--- config.mk ---
export PLATFORM = sky130hd
export DESIGN_NAME = rd_ctrl_0
export DESIGN_NICKNAME = d
export VERILOG_FILES = /design/src/rtl/rd_ctrl_0.sv
export SDC_FILE = /design/constraint.sdc
export NUM_CORES = 1
export LEC_CHECK = 0
export CAP_MARGIN = 20
export CORE_MARGIN = 3
export CORE_UTILIZATION = 50
export DETAILED_ROUTE_END_ITERATION = 16
export PLACE_DENSITY = 0.83
export SKIP_CTS_REPAIR_TIMING = 1
export SLEW_MARGIN = 20
export SYNTH_ARGS = -nofsm -noshare
export SYNTH_HDL_FRONTEND = slang
export SYNTH_SLANG_ARGS = --single-unit
--- constraint.sdc ---
create_clock -name clk -period 5.38 [get_ports clk]
set_clock_uncertainty 0.1 [all_clocks]
set_input_delay 0.807 -clock clk [delete_from_list [all_inputs] [get_ports clk]]
set_output_delay 0.807 -clock clk [all_outputs]
set_load 0.005 [all_outputs]
--- src/rtl/rd_ctrl_0.sv ---
// rd_ctrl_0: per-port egress read controller; pops the shared-memory queue, strips {src,dst,data}, one-hot decodes src.
// Latency: rd_en_out in cycle C -> out_valid in C+2 (one memory cycle + one FIFO cycle); sustains 1 word/cycle/port.
// Backpressure: out_ready low stops issue once 2 words are held or in flight; the head word holds until accepted.
// Optional feature macro RD_CTRL_DST_CHK_EN: drop words whose dst differs from the lane index, pulse dst_err, count in err_cnt.
module rd_ctrl_0 #(
    parameter int N  = 4,
    parameter int DW = 8,
    parameter int WS = (N > 1) ? $clog2(N) : 1
) (
    input  logic                    clk,
    input  logic                    rst,
    input  logic [N-1:0]            empty_in,
    output logic [N-1:0]            rd_en_out,
    input  logic [N*(2*WS+DW)-1:0]  rd_data,
    output logic [N-1:0]            out_valid,
    input  logic [N-1:0]            out_ready,
    output logic [N*DW-1:0]         out_data,
    output logic [N*WS-1:0]         out_src,
    output logic [N*N-1:0]          out_src_oh,
    output logic [N-1:0]            dst_err,
    output logic [7:0]              err_cnt
);

    localparam int WW = 2*WS + DW;   // memory word {src, dst, data}
    localparam int EW = WS + DW;     // skid FIFO entry {src, data}

`ifdef RD_CTRL_DST_CHK_EN
    // Per-lane mismatch seen on the word being captured this cycle.
    logic [N-1:0] dst_err_d;
`endif

    for (genvar i = 0; i < N; i++) begin : g_lane
        logic [WW-1:0] word;
        logic [WS-1:0] word_src;
        logic [WS-1:0] word_dst;
        logic [DW-1:0] word_data;

        logic [1:0]    occ_q, occ_d;
        logic          inf_q, inf_d;
        logic          wr_ptr_q, wr_ptr_d;
        logic          rd_ptr_q, rd_ptr_d;
        logic [EW-1:0] mem_q [2];
        logic [EW-1:0] mem_d [2];

        logic          vld;
        logic          pop;
        logic          push;
        logic          rd_en;
        logic [2:0]    budget;
        logic [EW-1:0] head;
        logic [WS-1:0] head_src;
        logic [N-1:0]  head_oh;

        assign word      = rd_data[i*WW +: WW];
        assign word_src  = word[WW-1 -: WS];
        assign word_dst  = word[DW+WS-1 -: WS];
        assign word_data = word[DW-1:0];

`ifdef RD_CTRL_DST_CHK_EN
        logic dst_bad;
        // A returning word addressed to another port is dropped instead of queued.
        assign dst_bad        = inf_q && (word_dst != WS'(i));
        assign push           = inf_q && !dst_bad;
        assign dst_err_d[i]   = dst_bad;
`else
        // Without the destination check the dst field is a don't-care.
        logic dst_unused;
        assign dst_unused = ^word_dst;
        assign push       = inf_q;
`endif

        assign vld = (occ_q != 2'd0);

        // Issue only if the word still fits once everything held or in flight has landed.
        always_comb begin
            pop    = vld && out_ready[i];
            budget = {1'b0, occ_q} + {2'b00, inf_q} - {2'b00, pop};
            rd_en  = !rst && !empty_in[i] && (budget < 3'd2);
        end

        // Next state: occupancy, in-flight flag, pointers and the captured entry.
        always_comb begin
            occ_d    = occ_q + {1'b0, push} - {1'b0, pop};
            inf_d    = rd_en;
            wr_ptr_d = wr_ptr_q ^ push;
            rd_ptr_d = rd_ptr_q ^ pop;
            mem_d    = mem_q;
            if (push) begin
                mem_d[wr_ptr_q] = {word_src, word_data};
            end
        end

        // Lane state registers; reset drops any word still in flight.
        always_ff @(posedge clk or posedge rst) begin
            if (rst) begin
                occ_q    <= 2'd0;
                inf_q    <= 1'b0;
                wr_ptr_q <= 1'b0;
                rd_ptr_q <= 1'b0;
                mem_q[0] <= '0;
                mem_q[1] <= '0;
            end else begin
                occ_q    <= occ_d;
                inf_q    <= inf_d;
                wr_ptr_q <= wr_ptr_d;
                rd_ptr_q <= rd_ptr_d;
                mem_q    <= mem_d;
            end
        end

        assign head     = mem_q[rd_ptr_q];
        assign head_src = head[EW-1 -: WS];

        // One-hot source decode; blank while the lane holds nothing or src is out of range.
        always_comb begin
            head_oh = '0;
            for (int k = 0; k < N; k++) begin
                if (vld && (head_src == WS'(k))) begin
                    head_oh[k] = 1'b1;
                end
            end
        end

        assign rd_en_out[i]              = rd_en;
        assign out_valid[i]              = vld;
        assign out_data[i*DW +: DW]      = head[DW-1:0];
        assign out_src[i*WS +: WS]       = head_src;
        assign out_src_oh[i*N +: N]      = head_oh;
    end

`ifdef RD_CTRL_DST_CHK_EN
    logic [N-1:0] dst_err_q;
    logic [7:0]   err_cnt_q, err_cnt_d;
    logic [8:0]   err_sum;

    // Add this cycle's mismatches across all lanes, clamping at 255.
    always_comb begin
        err_sum = {1'b0, err_cnt_q};
        for (int k = 0; k < N; k++) begin
            err_sum = err_sum + {8'd0, dst_err_d[k]};
        end
        err_cnt_d = (err_sum > 9'd255) ? 8'd255 : err_sum[7:0];
    end

    // Mismatch pulse and counter register together so they are visible in the same cycle.
    always_ff @(posedge clk or posedge rst) begin
        if (rst) begin
            dst_err_q <= '0;
            err_cnt_q <= 8'd0;
        end else begin
            dst_err_q <= dst_err_d;
            err_cnt_q <= err_cnt_d;
        end
    end

    assign dst_err = dst_err_q;
    assign err_cnt = err_cnt_q;
`else
    assign dst_err = '0;
    assign err_cnt = 8'd0;
`endif

endmodule

* After elaboration in Yosys (flattened, before gate mapping) *
Index checks and enable logic that the tools add are counted.

word-level totals
  flip-flop bits (word level) = 100
  input port bits = 58
  output and inout bits = 76
  logic and storage cells = 169

operators by class
  add/subtract/negate cells = 16
  order comparisons = 16
  equal/unequal tests = 12
  multiplexer cells = 40
  bitwise operators = 16
  reductions and logical operators = 45

operators by type and width
  operator                                                               number
  10-bit two-way mux                                                     16
  20-bit bitwise mux                                                     4
  10-bit demux with 1-bit select                                         4
  1-bit logical AND                                                      32
  2-bit equality test, second input constant                             8
  2-bit >= comparator, second input constant                             8
  1-bit two-way mux                                                      16
  1-bit inverter with 2-bit output                                       8
  2-bit by 1-bit adder with 3-bit output                                 4
  3-bit by 2-bit < comparator with 1-bit output, second input constant   4
  3-bit by 1-bit subtractor with 3-bit output                            4
  2-bit by 1-bit adder with 2-bit output                                 4
  2-bit by 1-bit equality test with 1-bit output, second input constant  4
  2-bit logical NOT                                                      4
  2-bit by 1-bit < comparator with 1-bit output, second input constant   4
  2-bit nonzero test                                                     4
  2-bit by 1-bit subtractor with 2-bit output                            4
  1-bit bitwise XOR                                                      8
  1-bit logical NOT                                                      5

* Logic depth before layout (Yosys ltp) *
  word-level depth = 7
  gate-level depth with buffers = 9
  mapped depth without buffers = 8

* Worst setup path after synthesis *
No wires, ideal clock.

  path kind = input -> output
  start point = input out_ready[0]
  end point = output rd_en_out[0]
  data arrival time = 2.325 ns
  required time = 4.473 ns
  path slack = 2.148 ns
  stages = 8
  buffers on the path = 1
  cell sequence = o21ai_0 -> inv_1 -> ha_1 -> inv_1 -> ha_1 -> fa_1 -> nor4_1 -> buf_4

on the way
  longest elaborated chain between the ends = 4

ends and longest elaborated chain
  what                                           line  source
  start, declared                                16    input logic [N-1:0] out_ready,
  1-bit logical AND                              76    pop = vld && out_ready[i];
  3-bit by 1-bit subtractor with 3-bit output    77    budget = {1'b0, occ_q} + {2'b00, inf_q} - {2'b00, pop};
  net g_lane[0].budget[1]                        49    logic [2:0] budget;
  3-bit by 2-bit < comparator with 1-bit output  78    rd_en = !rst && !empty_in[i] && (budget < 3'd2);
  1-bit logical AND                              78
  end, declared                                  13    output logic [N-1:0] rd_en_out,

The timed path passes the listed nets, and every way through them passes these cells.

* Final worst setup path *
  start point = input out_ready[3]
  end point = output rd_en_out[3]

on the way
  longest elaborated chain between the ends = 4

ends and longest elaborated chain
  what                                           line
  1-bit logical AND                              76
  3-bit by 1-bit subtractor with 3-bit output    77
  net g_lane[3].budget[1]                        49
  3-bit by 2-bit < comparator with 1-bit output  78
  1-bit logical AND                              78

The timed path passes the listed nets, and every way through them passes these cells.

==> reports/results.ini <==
[global_routing]
gr_overflow_total=0
grt_pass1_vias=3008
grt_total_usage_pct=17.08
antenna_found_initial=0
grt_util_met2_pct=28.68
globalRouteMet1Util_pct=22.05
pin_count_of_the_biggest_net_entering_global_routing=62
globalRoute.busiestLayer=met2
met3_track_demand_over_resource_pct=3.890
grt_pass1_wl_um=14260

[placed_design]
finalWeightedCongestion=0.7659
placement.cell_area_um2=5843
dp_hpwl_um=6427
port_buffers=113
placed_cells_incl_taps=569
dp_slack_ns=1.015

[sta]
setup_viol=0
worstMarginPinSlew_ns=0.7324
fmax_mhz=232.4
max-slew-margin-rel_pct=51.17
finalCritPeriodShare_pct=79.99
number_of_hold_slack_violations_in_the_final_timing_report=0
report.final.slew_viol_count=0
fin_hold_ws_ns=0.4055
period_needed_ns=4.304
post-route-worst-setup-slack_ns=1.076
final_setup_tns_ns=0
rsz_0062_raised_after_global_routing=false

[critical_path]
setup.worst_path.start=out_ready[3]
setup.worst_path.class=input pin to primary output
path_buf_inv=4
endpoint_kind_of_the_worst_setup_timing_path=primary output
required_time_at_the_endpoint_of_the_critical_path_ns=4.47
timing.rr.end=g_lane[2].inf_q
worstSetupEndpoint=rd_en_out[3]
worst_setup_path_start_kind=input pin
timing.critical_path.slowest_cell_delay_ns=0.61
ff2ff_path_depth=7
path_delay_family=buffers and inverters
path_cells=clkdlybuf4s50_1, o21ai_0, inv_1, ha_1, inv_1, ha_1, fa_1, nor4_1, clkdlybuf4s50_1
worst_r2r_startpoint=g_lane[2].occ_q[1]
slack_of_the_worst_reg_to_reg_path_ns=2.95
crit_arrival_ns=3.40
crit_path_max_fanout=2
crit_path_slowest_cell=clkdlybuf4s50_1
critical_path_cell_count=9

[synth]
post_synth_inst_count=350
postSynthAreaPerCell_um2=13.54
ys_ff_latch=100
synthFlopType=dfrtp_1
synth_area_leader_cell=dfrtp_1
number_of_enable_flip_flop_cells_after_synthesis=0
async_reset_ff_share_pct=100.0
synth_top_cells_by_area=dfrtp_1 53%, mux2_2 27%, ha_1 4.2%
netlist_top_cells_count=112 x mux2_2, 100 x dfrtp_1, 37 x inv_1
synth.lib_cells_used.distinct=17
seq_area_frac_synth_pct=52.81
number_of_warnings_printed_during_yosys_synthesis=0
most_common_cell_in_the_netlist=mux2_2
synth_top_area_share_pct=52.81
syn-cell-area_um2=4738

[cells_and_area]
finalInstanceArea_um2=6060
syn_to_final_growth_pct=27.88
antennaDiodeCount=0
layout.cells.non_filler=585
final_core_util_pct=67.51
fin_nets=532
layout-drive-gt1-share_pct=29.41

[floorplanning]
die_width_um=103.3
initial_core_utilization_pct=52.79
floorplan.core_area_um2=8976
rows=34
die_h_um=103.3
die_area_um2=10680
floorplan.io_pins=134

[drt]
route.vias.total=2884
drt-wirelength-per-cell_um=14.98
drtAntennaViolNets=0
post-route-drc-count=0
avgViaCountPerCell=4.930
drt_first_iter_violations=46
totalWireLength_um=8764
drt_pre_antenna_iters=4

[job]
drv.max_cap_violation_count=0

[power_and_ir_drop]
seq_power_share_pct=37.5
pwr-share-comb_pct=48.5
report.power.total_mw=3.672
power.density_cell_area_nw_per_um2=606.0
vdd_drop_max_uv=301.4
power.internal_mw=2.562
power.share.clock_pct=14.0
fraction_of_power_spent_switching_nets_pct=30.25
netSwitchingPower_mw=1.111
static-leakage-power_nw=2.716

[cts]
numClockSinks=100
number_of_cts_inserted_buffers=9
cts.root.buffer_cell=clkbuf_8
clk_pin_slew_ns=0.08
cts.path.max_buffers=2
cts-htree-levels=3
worst_skew_pair_latency_ns=0.35
cts_tree=done

[run_status]
outcome=completed

[min_path]
holdCritPathClass=flop to flop

cells in the final DEF, fill, tap and decap left out, types with 5 or more instances in the layout:
cell type	count
mux2_2	112
dfrtp_1	100
inv_1	36
xnor2_1	8
ha_1	16
nor3_1	16
mux2i_1	5
clkdlybuf4s50_1	113
conb_1	12
clkbuf_8	9
worst reg2reg max path: stages (launching register included):
cell and delay (ns):
dfrtp_1 0.43, o21ai_0 0.30, inv_1 0.08, ha_1 0.28, inv_1 0.04, ha_1 0.18, fa_1 0.45, nor4_1 0.41
kinds of logic (layout without fill, tap and decap cells):
kind of cell	after synthesis	in the layout	synth area share, %
AO/OA/AOI/OAI	4	4	0.4225
XOR/XNOR	8	8	1.479
adder cells (fa/ha/maj)	20	20	5.915
buffers and inverters	73	171	8.212
flip-flops	100	100	52.81
multiplexers	120	120	28.55
other	1	12	0.07914
AND/OR/NAND/NOR	24	24	2.535
final cells by class:
type	instances	area (um2)
fill	667	2917
clock buffer	11	131.4
inverter	41	156.4
sequential	100	2502
clock inverter	5	85.08
timing repair buffer	114	1139
multi-input combinational	188	1888
tap	126	157.7
per-layer routing:
layer	vias up	wire length, um
met1	1440	3794
li1	1353	-
met3	8	473
met5	-	0
met4	0	76
met2	83	4420
state kept, by name, summed over array words and instances (netlist names):
register and cells:
g_lane.wr_ptr_q 4, g_lane.rd_ptr_q 4, g_lane.mem_q 80, g_lane.occ_q 8, g_lane.inf_q 4
power by group through the flow:
| stage | clock network (mW) | registers [mW] | logic [mW] |
|---|---|---|---|
| finish | 0.513 | 1.38 | 1.78 |
| detailed placement | 0 | 1.40 | 1.81 |
| global route | 0.563 | 1.43 | 1.97 |
| CTS | 0.535 | 1.38 | 1.82 |
| global placement | 0 | 1.37 | 1.75 |
| floorplan | 0 | 1.28 | 1.12 |
worst min path at each step:
stage                     cells after the start           startpoint  slack [ns]             endpoint
after floorplan                               1   g_lane[0].mem_q[0]        0.37   g_lane[0].mem_q[0]
after CTS                                     1   g_lane[0].mem_q[7]        0.41   g_lane[0].mem_q[7]
after global routing                          1  g_lane[3].mem_q[10]        0.42  g_lane[3].mem_q[10]
after global placement                        1   g_lane[0].mem_q[5]        0.38   g_lane[0].mem_q[5]
after detailed placement                      1   g_lane[0].mem_q[7]        0.39   g_lane[0].mem_q[7]
final                                         1  g_lane[3].mem_q[10]        0.41  g_lane[3].mem_q[10]
(Power assumes the default switching activity.)
==> variant (same flow settings) <==
Change the parameter `DW` from 8 to 10.
--- a/src/rtl/rd_ctrl_0.sv
+++ b/src/rtl/rd_ctrl_0.sv
@@ -5,5 +5,5 @@
 module rd_ctrl_0 #(
     parameter int N  = 4,
-    parameter int DW = 8,
+    parameter int DW = 10,
     parameter int WS = (N > 1) ? $clog2(N) : 1
 ) (
Ports: changed (resized out_data and rd_data); port bits go from 134 to 150. The function was not compared with the original's and may differ.
==> variant against the unedited design <==
- cell area up 19%
- wire length up 21%
- synthesized area up 14%
- power up 26%
- setup slack better by 49 ps
- count of clock-buffer cells in the layout up 12
- sequential cell count up 16
- core utilization up 1.7 points
- largest power group unchanged
==> variant: results (changes against the unedited design) <==
The run gives 3330 (+15%) as the number of vias after detailed routing. The number of cells after detailed placement was 635 (+12%); the count of port buffers added during placement was 129 (+14%). The slowest stage of the critical path belongs to the cell clkdlybuf4s50_1. Ranked by instance count, the synthesized netlist is headed by 136 x mux2_2, 116 x dfrtp_1, 37 x inv_1. The run gives 31.5% (+2.8 points) as the global routing usage on met2. The number of global-route vias before repair is 3645 (+21%). The global-route wire length before repair is 17.4 mm (+22%), and the synthesized-area fraction occupied by ao, oa, aoi and oai cells is 0.372% (-0.051 points). The arithmetic-cell share of the synthesized area counting full adders, half adders and majority gates is 5.21% (-0.71 points).

In this run the critical register-to-register path is launched from g_lane[3].occ_q[1]$_DFF_PP0_. The logs give 22.8% (+0.77 points) for the met1 track utilization from global routing and 0.763 (-0.34%) for the final RePlAce weighted congestion. Share of cell area taken by muxes after synthesis: 29.9% (+1.4 points). The TritonCTS buffer count was 17 (+8). After synthesis, the cell types taking the most area are dfrtp_1 54%, mux2_2 28%, ha_1 3.7%. The average size of a mapped cell was 13.8 um^2 (+1.9%). The clock transition at the registers of the reported paths was 50 ps (-30 ps); the maximum number of pins on one net before global-route repair was 92 (+48%).

The number of different library cells in the post-synthesis netlist was 15 (-2); the longest individual stage delay on the worst path was 590 ps (-20 ps). The path with the worst hold slack has its endpoint at g_lane[2].mem_q[0]$_DFFE_PP0P_. The endpoint arrival time on the critical path came out at 3350 ps (-50 ps). The first-iteration detailed-routing DRC count was 94 (+100%); the flip-flop count of the largest register after layout was 96 (+20%). The run finished with clean final reports. The fraction of final layout cells with drive strength greater than 1 is 31.9% (+2.5 points). The worst hold path begins at g_lane[2].mem_q[0]$_DFFE_PP0P_.

The fraction of synthesized cell area in xor and xnor cells is 1.30% (-0.18 points). Worst hold path depth: 1 (unchanged). The maximum VDD drop is 0.000384 V (+27%), and the total track usage is 18.7% (+1.6 points).

The total routed wirelength is 10.6 mm (+21%), and the number of standard cells in the layout, taps in and fillers out is 663 (+13%). The run gives 53.9% (+1.1 points) as the post-synthesis sequential area ratio. The standby leakage power was 3.24 nW (+19%); the met3 track utilization from global routing was 5.40% (+1.5 points).

The logs give 4 (+1) for the H-tree depth and 604 (+14%) for the total number of nets in the final design. The flop-to-flop setup slack is 2990 ps (+40 ps), and the clock insertion delay at the later pin of the skew report is 490 ps (+140 ps). The largest registers in the layout are g_lane.mem_q (96), g_lane.occ_q (8).

The number of filler instances in the final layout came out at 745 (+12%). In this run the critical register-to-register path is captured at g_lane[3].inf_q$_DFF_PP0_. For the half-perimeter wire length of the detailed placement result, the log shows 7.48 mm (+16%).
variant: cell types whose count changed in the layout (fill, tap and decap cells not counted), sizes merged, moves of 2 or more:
cell,delta
mux2,+24
clkdlybuf4s50,+16
dfrtp,+16
clkinv,+2
clkbuf,+12
variant: layout make-up:
type	count	area, um^2	share of cell area [%]
inverter	41	159	2.20
tap	136	170	2.36
multi-input combinational	212	2150	29.8
clock buffer	23	477	6.61
sequential	116	2900	40.3
clock inverter	5	52.6	0.729
timing repair buffer	130	1300	18.0
variant: metal layers:
layer	part of all wire, %	wire length, um
met4	0.73	78
met1	42	4520
met2	50	5360
met3	6.4	677
met5	0	0
variant: metrics by stage:
step	setup WS (ps)	hold WS, ps	power [mW]	cell area, um^2
6_report	1130	399	4.63	7210
5_1_grt	910	414	4.96	7210
4_1_cts	1070	404	4.69	7200
3_5_place_dp	1100	392	3.67	6680
3_3_place_gp	1170	383	3.56	6680
2_1_floorplan	1400	375	2.72	5420
variant: worst max path at each step:
stage                       from                        end  cells after the start
floorplan                    rst  g_lane[0].inf_q$_DFF_PP0_                      1
global placement    out_ready[1]               rd_en_out[1]                      9
detailed placement  out_ready[1]               rd_en_out[1]                      9
CTS                 out_ready[1]               rd_en_out[1]                      9
global route        out_ready[1]               rd_en_out[1]                      9
finish              out_ready[3]               rd_en_out[3]                      9
variant: cells by family (layout without fill, tap and decap cells):
logic type,after synthesis,after routing
multiplexers,144,144
flip-flops,116,116
buffers and inverters,73,199
AND/OR/NAND/NOR,24,24
adder cells (fa/ha/maj),20,20
XOR/XNOR,8,8
AO/OA/AOI/OAI,4,4
other,1,12
variant: report_power, final:
group / switching [mW] / internal (mW) / leakage (nW)
sequential: 0.294 / 1.30 / 1.42
clock: 0.349 / 0.647 / 0.261
combinational: 0.694 / 1.34 / 1.55
total: 1.34 / 3.29 / 3.24
variant: worst register-to-register path: stages, from the launching register on:
cell and delay, ps:
dfrtp_1 420, o21ai_0 290, inv_1 80, ha_1 270, inv_1 40, ha_1 180
fa_1 450, nor4_1 410
